===== src/rtl/keypad_pkg.sv =====
// Shared types and helpers for keypad entry: key FSM encoding, entry limits and
// one-hot keypad decoding.
package keypad_pkg;

  typedef enum logic [1:0] {
    StIdle,
    StDebounce,
    StHeld
  } key_state_e;

  localparam int unsigned MAX_DIGITS   = 4;
  localparam int unsigned SEC_TENS_MAX = 5;
  localparam int unsigned BCD_W        = 4;
  localparam int unsigned NUM_KEYS     = 10;

  typedef struct packed {
    logic             valid;
    logic [BCD_W-1:0] bcd;
  } key_dec_t;

  // valid only when exactly one line is set; bcd is the index of the set line.
  function automatic key_dec_t onehot_to_bcd(input logic [NUM_KEYS-1:0] oh);
    key_dec_t    r;
    int unsigned n;
    r = '0;
    n = 0;
    for (int unsigned i = 0; i < NUM_KEYS; i++) begin
      if (oh[i]) begin
        n++;
        r.bcd = BCD_W'(i);
      end
    end
    r.valid = (n == 1);
    return r;
  endfunction

endpackage


===== src/rtl/keypad_entry_ctrl_if.sv =====
// Keypad-side and timer-side signals of keypad_entry_ctrl. slave is the
// controller's view, master the view of whatever drives the keypad and timer.
interface keypad_entry_ctrl_if;
  import keypad_pkg::*;

  logic [NUM_KEYS-1:0] keyboard;
  logic                enablen;
  logic                clearn;
  logic                start;
  logic                load_ack;
  logic                key_strobe;
  logic [BCD_W-1:0]    key_bcd;
  logic [BCD_W-1:0]    sec_ones;
  logic [BCD_W-1:0]    sec_tens;
  logic [BCD_W-1:0]    min_ones;
  logic [BCD_W-1:0]    min_tens;
  logic [2:0]          digit_count;
  logic                load_req;
  logic                time_err;

  modport slave (
    input  keyboard, enablen, clearn, start, load_ack,
    output key_strobe, key_bcd, sec_ones, sec_tens, min_ones, min_tens,
           digit_count, load_req, time_err
  );

  modport master (
    output keyboard, enablen, clearn, start, load_ack,
    input  key_strobe, key_bcd, sec_ones, sec_tens, min_ones, min_tens,
           digit_count, load_req, time_err
  );
endinterface


===== src/rtl/key_qualifier.sv =====
// Registers the keypad, qualifies each press as a single capture event.
// KEYPAD_DEBOUNCE_EN adds the DEBOUNCE state and its stable-sample counter.
module key_qualifier
  import keypad_pkg::*;
#(
  parameter int unsigned DEBOUNCE_CYCLES = 4
) (
  input  logic                clock,
  input  logic                resetn,
  input  logic                clearn,
  input  logic [NUM_KEYS-1:0] keyboard,
  input  logic                accept_en,
  output logic                cap,
  output logic [BCD_W-1:0]    cap_bcd
);

  logic [NUM_KEYS-1:0] kb_q;
  key_state_e          state_q;
  key_dec_t            dec;

`ifdef KEYPAD_DEBOUNCE_EN
  localparam logic [3:0] DebLast = 4'(DEBOUNCE_CYCLES - 1);
  logic [NUM_KEYS-1:0] key_q;
  logic [3:0]          cnt_q;
`endif

  assign dec     = onehot_to_bcd(kb_q);
  assign cap_bcd = dec.bcd;

  always_comb begin
    cap = 1'b0;
`ifdef KEYPAD_DEBOUNCE_EN
    // A single required sample needs no DEBOUNCE pass.
    if (state_q == StIdle) begin
      cap = accept_en && dec.valid && (DEBOUNCE_CYCLES <= 1);
    end else if (state_q == StDebounce) begin
      cap = accept_en && (kb_q == key_q) && (cnt_q >= DebLast);
    end
`else
    cap = (state_q == StIdle) && accept_en && dec.valid;
`endif
  end

  always_ff @(posedge clock or negedge resetn) begin
    if (!resetn) begin
      kb_q    <= '0;
      state_q <= StIdle;
`ifdef KEYPAD_DEBOUNCE_EN
      key_q   <= '0;
      cnt_q   <= '0;
`endif
    end else begin
      kb_q <= keyboard;
      if (!clearn) begin
        // A key still down across a clear must be released before it counts.
        state_q <= (kb_q != '0) ? StHeld : StIdle;
`ifdef KEYPAD_DEBOUNCE_EN
        cnt_q   <= '0;
`endif
      end else begin
        case (state_q)
          StIdle: begin
            if (cap) begin
              state_q <= StHeld;
`ifdef KEYPAD_DEBOUNCE_EN
            end else if (accept_en && dec.valid) begin
              state_q <= StDebounce;
              key_q   <= kb_q;
              cnt_q   <= 4'd1;
`endif
            end
          end
`ifdef KEYPAD_DEBOUNCE_EN
          StDebounce: begin
            if (cap) begin
              state_q <= StHeld;
              cnt_q   <= '0;
            end else if (!accept_en || (kb_q != key_q)) begin
              state_q <= StIdle;
              cnt_q   <= '0;
            end else begin
              cnt_q <= cnt_q + 4'd1;
            end
          end
`endif
          StHeld: begin
            if (kb_q == '0) state_q <= StIdle;
          end
          default: state_q <= StIdle;
        endcase
      end
    end
  end

endmodule


===== src/rtl/keypad_entry_ctrl.sv =====
// Microwave keypad entry: MM:SS shift register, digit count and timer load
// handshake. Optional debounce via KEYPAD_DEBOUNCE_EN (see key_qualifier).
module keypad_entry_ctrl
  import keypad_pkg::*;
#(
  parameter int unsigned DEBOUNCE_CYCLES = 4
) (
  input logic                 clock,
  input logic                 resetn,
  keypad_entry_ctrl_if.slave  kp
);

  // dig_q[0] = sec_ones ... dig_q[3] = min_tens
  logic [3:0][BCD_W-1:0] dig_q;
  logic [2:0]            count_q;
  logic                  load_req_q;
  logic                  key_strobe_q;
  logic                  time_err_q;
  logic [BCD_W-1:0]      key_bcd_q;
  logic                  accept_en;
  logic                  cap;
  logic [BCD_W-1:0]      cap_bcd;

  assign accept_en = ~kp.enablen & ~load_req_q & (count_q < 3'(MAX_DIGITS));

  key_qualifier #(
    .DEBOUNCE_CYCLES(DEBOUNCE_CYCLES)
  ) u_key_qualifier (
    .clock    (clock),
    .resetn   (resetn),
    .clearn   (kp.clearn),
    .keyboard (kp.keyboard),
    .accept_en(accept_en),
    .cap      (cap),
    .cap_bcd  (cap_bcd)
  );

  // Priority: clear, then load_ack, then capture, then start.
  always_ff @(posedge clock or negedge resetn) begin
    if (!resetn) begin
      dig_q        <= '0;
      count_q      <= '0;
      load_req_q   <= 1'b0;
      key_strobe_q <= 1'b0;
      time_err_q   <= 1'b0;
      key_bcd_q    <= '0;
    end else begin
      key_strobe_q <= 1'b0;
      time_err_q   <= 1'b0;
      if (!kp.clearn) begin
        dig_q      <= '0;
        count_q    <= '0;
        load_req_q <= 1'b0;
        key_bcd_q  <= '0;
      end else if (load_req_q && kp.load_ack) begin
        dig_q      <= '0;
        count_q    <= '0;
        load_req_q <= 1'b0;
      end else if (cap) begin
        dig_q        <= {dig_q[2:0], cap_bcd};
        key_bcd_q    <= cap_bcd;
        key_strobe_q <= 1'b1;
        if (count_q < 3'(MAX_DIGITS)) count_q <= count_q + 3'd1;
      end else if (kp.start && !load_req_q && (count_q != '0)) begin
        if (dig_q[1] > BCD_W'(SEC_TENS_MAX)) time_err_q <= 1'b1;
        else                                 load_req_q <= 1'b1;
      end
    end
  end

  assign kp.key_strobe  = key_strobe_q;
  assign kp.key_bcd     = key_bcd_q;
  assign kp.sec_ones    = dig_q[0];
  assign kp.sec_tens    = dig_q[1];
  assign kp.min_ones    = dig_q[2];
  assign kp.min_tens    = dig_q[3];
  assign kp.digit_count = count_q;
  assign kp.load_req    = load_req_q;
  assign kp.time_err    = time_err_q;

endmodule


===== src/flat_wrapper.sv =====
// flat-port wrapper written by rule: the top's interface ports become plain ports
module keypad_entry_ctrl_flat import keypad_pkg::*;
#(
  parameter int unsigned DEBOUNCE_CYCLES = 4
)
  (clock, resetn, kp_keyboard, kp_enablen, kp_clearn, kp_start, kp_load_ack, kp_key_strobe, kp_key_bcd, kp_sec_ones, kp_sec_tens, kp_min_ones, kp_min_tens, kp_digit_count, kp_load_req, kp_time_err);
  keypad_entry_ctrl_if kp_i ();
  input logic clock;
  input logic resetn;
  input wire logic [$bits(kp_i.keyboard)-1:0] kp_keyboard;
  input wire logic [$bits(kp_i.enablen)-1:0] kp_enablen;
  input wire logic [$bits(kp_i.clearn)-1:0] kp_clearn;
  input wire logic [$bits(kp_i.start)-1:0] kp_start;
  input wire logic [$bits(kp_i.load_ack)-1:0] kp_load_ack;
  output wire logic [$bits(kp_i.key_strobe)-1:0] kp_key_strobe;
  output wire logic [$bits(kp_i.key_bcd)-1:0] kp_key_bcd;
  output wire logic [$bits(kp_i.sec_ones)-1:0] kp_sec_ones;
  output wire logic [$bits(kp_i.sec_tens)-1:0] kp_sec_tens;
  output wire logic [$bits(kp_i.min_ones)-1:0] kp_min_ones;
  output wire logic [$bits(kp_i.min_tens)-1:0] kp_min_tens;
  output wire logic [$bits(kp_i.digit_count)-1:0] kp_digit_count;
  output wire logic [$bits(kp_i.load_req)-1:0] kp_load_req;
  output wire logic [$bits(kp_i.time_err)-1:0] kp_time_err;
  assign kp_i.keyboard = kp_keyboard;
  assign kp_i.enablen = kp_enablen;
  assign kp_i.clearn = kp_clearn;
  assign kp_i.start = kp_start;
  assign kp_i.load_ack = kp_load_ack;
  assign kp_key_strobe = kp_i.key_strobe;
  assign kp_key_bcd = kp_i.key_bcd;
  assign kp_sec_ones = kp_i.sec_ones;
  assign kp_sec_tens = kp_i.sec_tens;
  assign kp_min_ones = kp_i.min_ones;
  assign kp_min_tens = kp_i.min_tens;
  assign kp_digit_count = kp_i.digit_count;
  assign kp_load_req = kp_i.load_req;
  assign kp_time_err = kp_i.time_err;
  keypad_entry_ctrl #(.DEBOUNCE_CYCLES(DEBOUNCE_CYCLES)) u_core (.clock(clock), .resetn(resetn), .kp(kp_i));
endmodule

===== config.mk =====
export PLATFORM = sky130hd
export DESIGN_NAME = keypad_entry_ctrl_flat
export DESIGN_NICKNAME = d
export VERILOG_FILES = /design/src/rtl/keypad_pkg.sv /design/src/rtl/keypad_entry_ctrl_if.sv /design/src/rtl/key_qualifier.sv /design/src/rtl/keypad_entry_ctrl.sv /design/src/flat_wrapper.sv
export SDC_FILE = /design/constraint.sdc
export NUM_CORES = 1
export LEC_CHECK = 0
export BUFFER_PORTS_ARGS = -buffer_cell sky130_fd_sc_hd__buf_4
export CAP_MARGIN = 30
export CORE_MARGIN = 5
export CORE_UTILIZATION = 35
export CTS_BUF_LIST = sky130_fd_sc_hd__clkbuf_4 sky130_fd_sc_hd__clkbuf_8
export CTS_CLUSTER_DIAMETER = 150
export DETAILED_ROUTE_END_ITERATION = 10
export GPL_ROUTABILITY_DRIVEN = 0
export PLACE_DENSITY = 0.61
export REMOVE_ABC_BUFFERS = 1
export SKIP_CTS_REPAIR_TIMING = 1
export SLEW_MARGIN = 10
export SYNTH_ARGS = -nofsm -noshare
export SYNTH_HDL_FRONTEND = slang
export SYNTH_SLANG_ARGS = --single-unit

===== constraint.sdc =====
create_clock -name clock -period 13.5 [get_ports clock]
set_clock_uncertainty 0.1 [all_clocks]
set_input_delay 0.675 -clock clock [delete_from_list [all_inputs] [get_ports clock]]
set_output_delay 0.675 -clock clock [all_outputs]
set_load 0.005 [all_outputs]

==> impl_metrics.yaml <==
placed_design:
  post-place-ws_ns: 7.68
  dpl_cell_area_mm2: 0.00273
  post-dp-hpwl_um: 3680
  portBuffers: 41
clock_network:
  cts_tree: "done"
  htreeDepth: 2
  clock-root-buffer: "clkbuf_8"
  clock_sinks: 37
  clk_latency_ns: 0.28
  cts_buffers: 5
  cts_buffer_depth: 2
  clk_pin_slew_worst_paths_ns: 0.07
sta:
  relSlewSlack_pct: 57.7
  finalCritPeriodShare_pct: 43.1
  tightest_slew_ns: 0.633
  rsz0062_at_grt: "false"
  setup-violations-final: 0
  finalSetupTns_ns: 0
  fin_ws_ns: 7.68
  slew_viol_final: 0
  hold_ws_ns: 0.245
  final-hold-violation-count: 0
  fmax_mhz: 172
  min_period_ns: 5.82
yosys:
  synth_area_leaders: "dfrtp_1 (39%), mux2i_1 (9.6%), ha_1 (5.7%)"
  ys.flop_type: "dfrtp_1"
  synth_cells: 250
  yosys_register_bits: 37
  synth_edf_count: 0
  synth_cell_type_count: 51
  synth_top_area_share_pct: 38.6
  postSynthAreaPerCell_um2: 9.60
  async_reset_ff_share_pct: 100
  synth_top_area_cell: "dfrtp_1"
  yosys_warnings: 0
  yosysSeqAreaShare_pct: 38.6
  syn_area_mm2: 0.00240
die:
  core_mm2: 0.00672
  ios: 42
  rows: 30
  start_util_pct: 35.7
  die_area_mm2: 0.00861
  die_y_um: 92.8
  die_w_um: 92.8
global_route:
  antenna_found_initial: 0
  grt_overflow: 0
  grt_pass1_vias: 1852
  grt_usage_pct: 12.0
  grt_max_degree: 45
  grt_pass1_wl_um: 8530
pwr:
  p_leak_uw: 0.00141
  finalPower_uw: 288
  p_per_area_mw_per_mm2: 102
  peakVddDrop_mv: 0.0479
route:
  antenna_left: 0
  dr.pass1.iters: 4
  wl_um: 5000
  dr_total_vias: 1894
  first_iter_violations: 67
  drc: 0
  via_per_inst: 5.22
  routedWlPerCell_um: 13.8
setup_path:
  path_buf_inv: 3
  worstPathMaxFanout: 27
  cpLargestDelayFamily: "adder cells"
  cp.arrival_ns: 5.88
  endpoint_kind: "flop"
  r2r_slack_ns: 7.68
  cpPeakStageDelay_ns: 0.36
  r2r_end: "u_core.kp.time_err"
  cp.depth: 27
  worstPathRequired_ns: 13.57
  ff2ff_path_depth: 27
  worstReg2RegStart: "u_core.u_key_qualifier.kb_q[0]"
  cpMaxStageDelayCell: "dfrtp_1"
  crit_top_cell: "ha_1"
  critPathLaunch: "u_core.u_key_qualifier.kb_q[0]"
  setup.worst_path.start_class: "flop"
  cp-endpoint: "u_core.kp.time_err"
  critical_path_class: "reg2reg"
finish:
  final_common_cell: "buf_4"
  ff_latch_area_um2: 926
  area_growth_pct: 17.3
  diodes: 0
  multi_input_area_mm2: 0.00134
  fillers: 653
  final_nets: 310
  layout_common_cells: "buf_4 (42), dfrtp_1 (37), nand2_1 (35)"
  drive_gt1_share_pct: 20.1
  stdcell_area_mm2: 0.00282
outcome:
  status: "finished clean"
job:
  maxCapViolations: 0
hold_path:
  min_path_type: "in2async"
## synth_stat cells (3+ instances only)
| cell | count |
|---|---|
| a21oi_1 | 11 |
| mux2i_1 | 23 |
| o21ai_0 | 4 |
| inv_1 | 11 |
| o311ai_0 | 3 |
| dfrtp_1 | 37 |
| nand2_1 | 35 |
| nor3_1 | 5 |
| nand3b_1 | 3 |
| ha_1 | 11 |
| nor2_1 | 15 |
| nand3_1 | 23 |
| clkbuf_1 | 9 |
| buf_2 | 3 |
| xnor2_1 | 8 |
| nor3b_1 | 3 |
| xor2_1 | 3 |
## metal layers
metal  track usage, %  wire (um)
met2             19.1       2320
met3             3.17        250
met1             16.1       2370
met4             3.66         69
met5                0          0
## logic make-up after synthesis
group / after synthesis / share of synthesized area, %
compound gates: 32 / 9.02
xor+xnor: 18 / 10.3
fa+ha+maj: 11 / 5.74
buf+inv: 27 / 5.47
flops: 37 / 38.6
mux: 24 / 10.1
simple gates: 101 / 20.9
## sequential cells by signal, summed over array words and instances (netlist names)
| register | count |
|---|---|
| u_core.kp.min_ones | 4 |
| u_core.kp.load_req | 1 |
| u_core.kp.time_err | 1 |
| u_core.kp.digit_count | 3 |
| u_core.kp.min_tens | 4 |
| u_core.u_key_qualifier.kb_q | 10 |
| u_core.kp.sec_ones | 4 |
| u_core.kp.key_bcd | 4 |
| u_core.kp.key_strobe | 1 |
| u_core.kp.sec_tens | 4 |
| u_core.u_key_qualifier.state_q | 1 |
## how the worst min path moves through the flow
stage                               from                       end  slack, ns  cells past startpoint
floorplan                         resetn  u_core.kp.digit_count[0]       0.28                      0
global placement    u_core.kp.key_bcd[2]      u_core.kp.key_bcd[2]       0.43                      2
detailed placement  u_core.kp.key_bcd[3]      u_core.kp.key_bcd[3]       0.44                      2
CTS                               resetn      u_core.kp.key_strobe       0.26                      1
global route                      resetn     u_core.kp.min_tens[1]       0.28                      1
finish                            resetn     u_core.kp.min_tens[2]       0.24                      1
## metrics by stage
stage / util [%] / instances
global route: 41.9 / 363
detailed placement: 40.6 / 356
floorplan: - / 234
finish: 41.9 / 363
global placement: 40.6 / 356
CTS: 41.9 / 363
## power by group
part           internal [uW]  leakage, uW  total, uW  switching, uW
combinational           44.6     0.000870       93.2           48.6
clock                   42.5    0.0000477       78.9           36.4
sequential               112     0.000489        116           3.70
## final cells by class
class,instances,area share [%]
Clock buffer,7,3.20
Inverter,11,1.47
Multi-Input combinational cell,186,47.7
Sequential cell,37,32.9
Tap cell,80,3.56
Timing Repair Buffer,42,11.2
(Power assumes the default switching activity.)
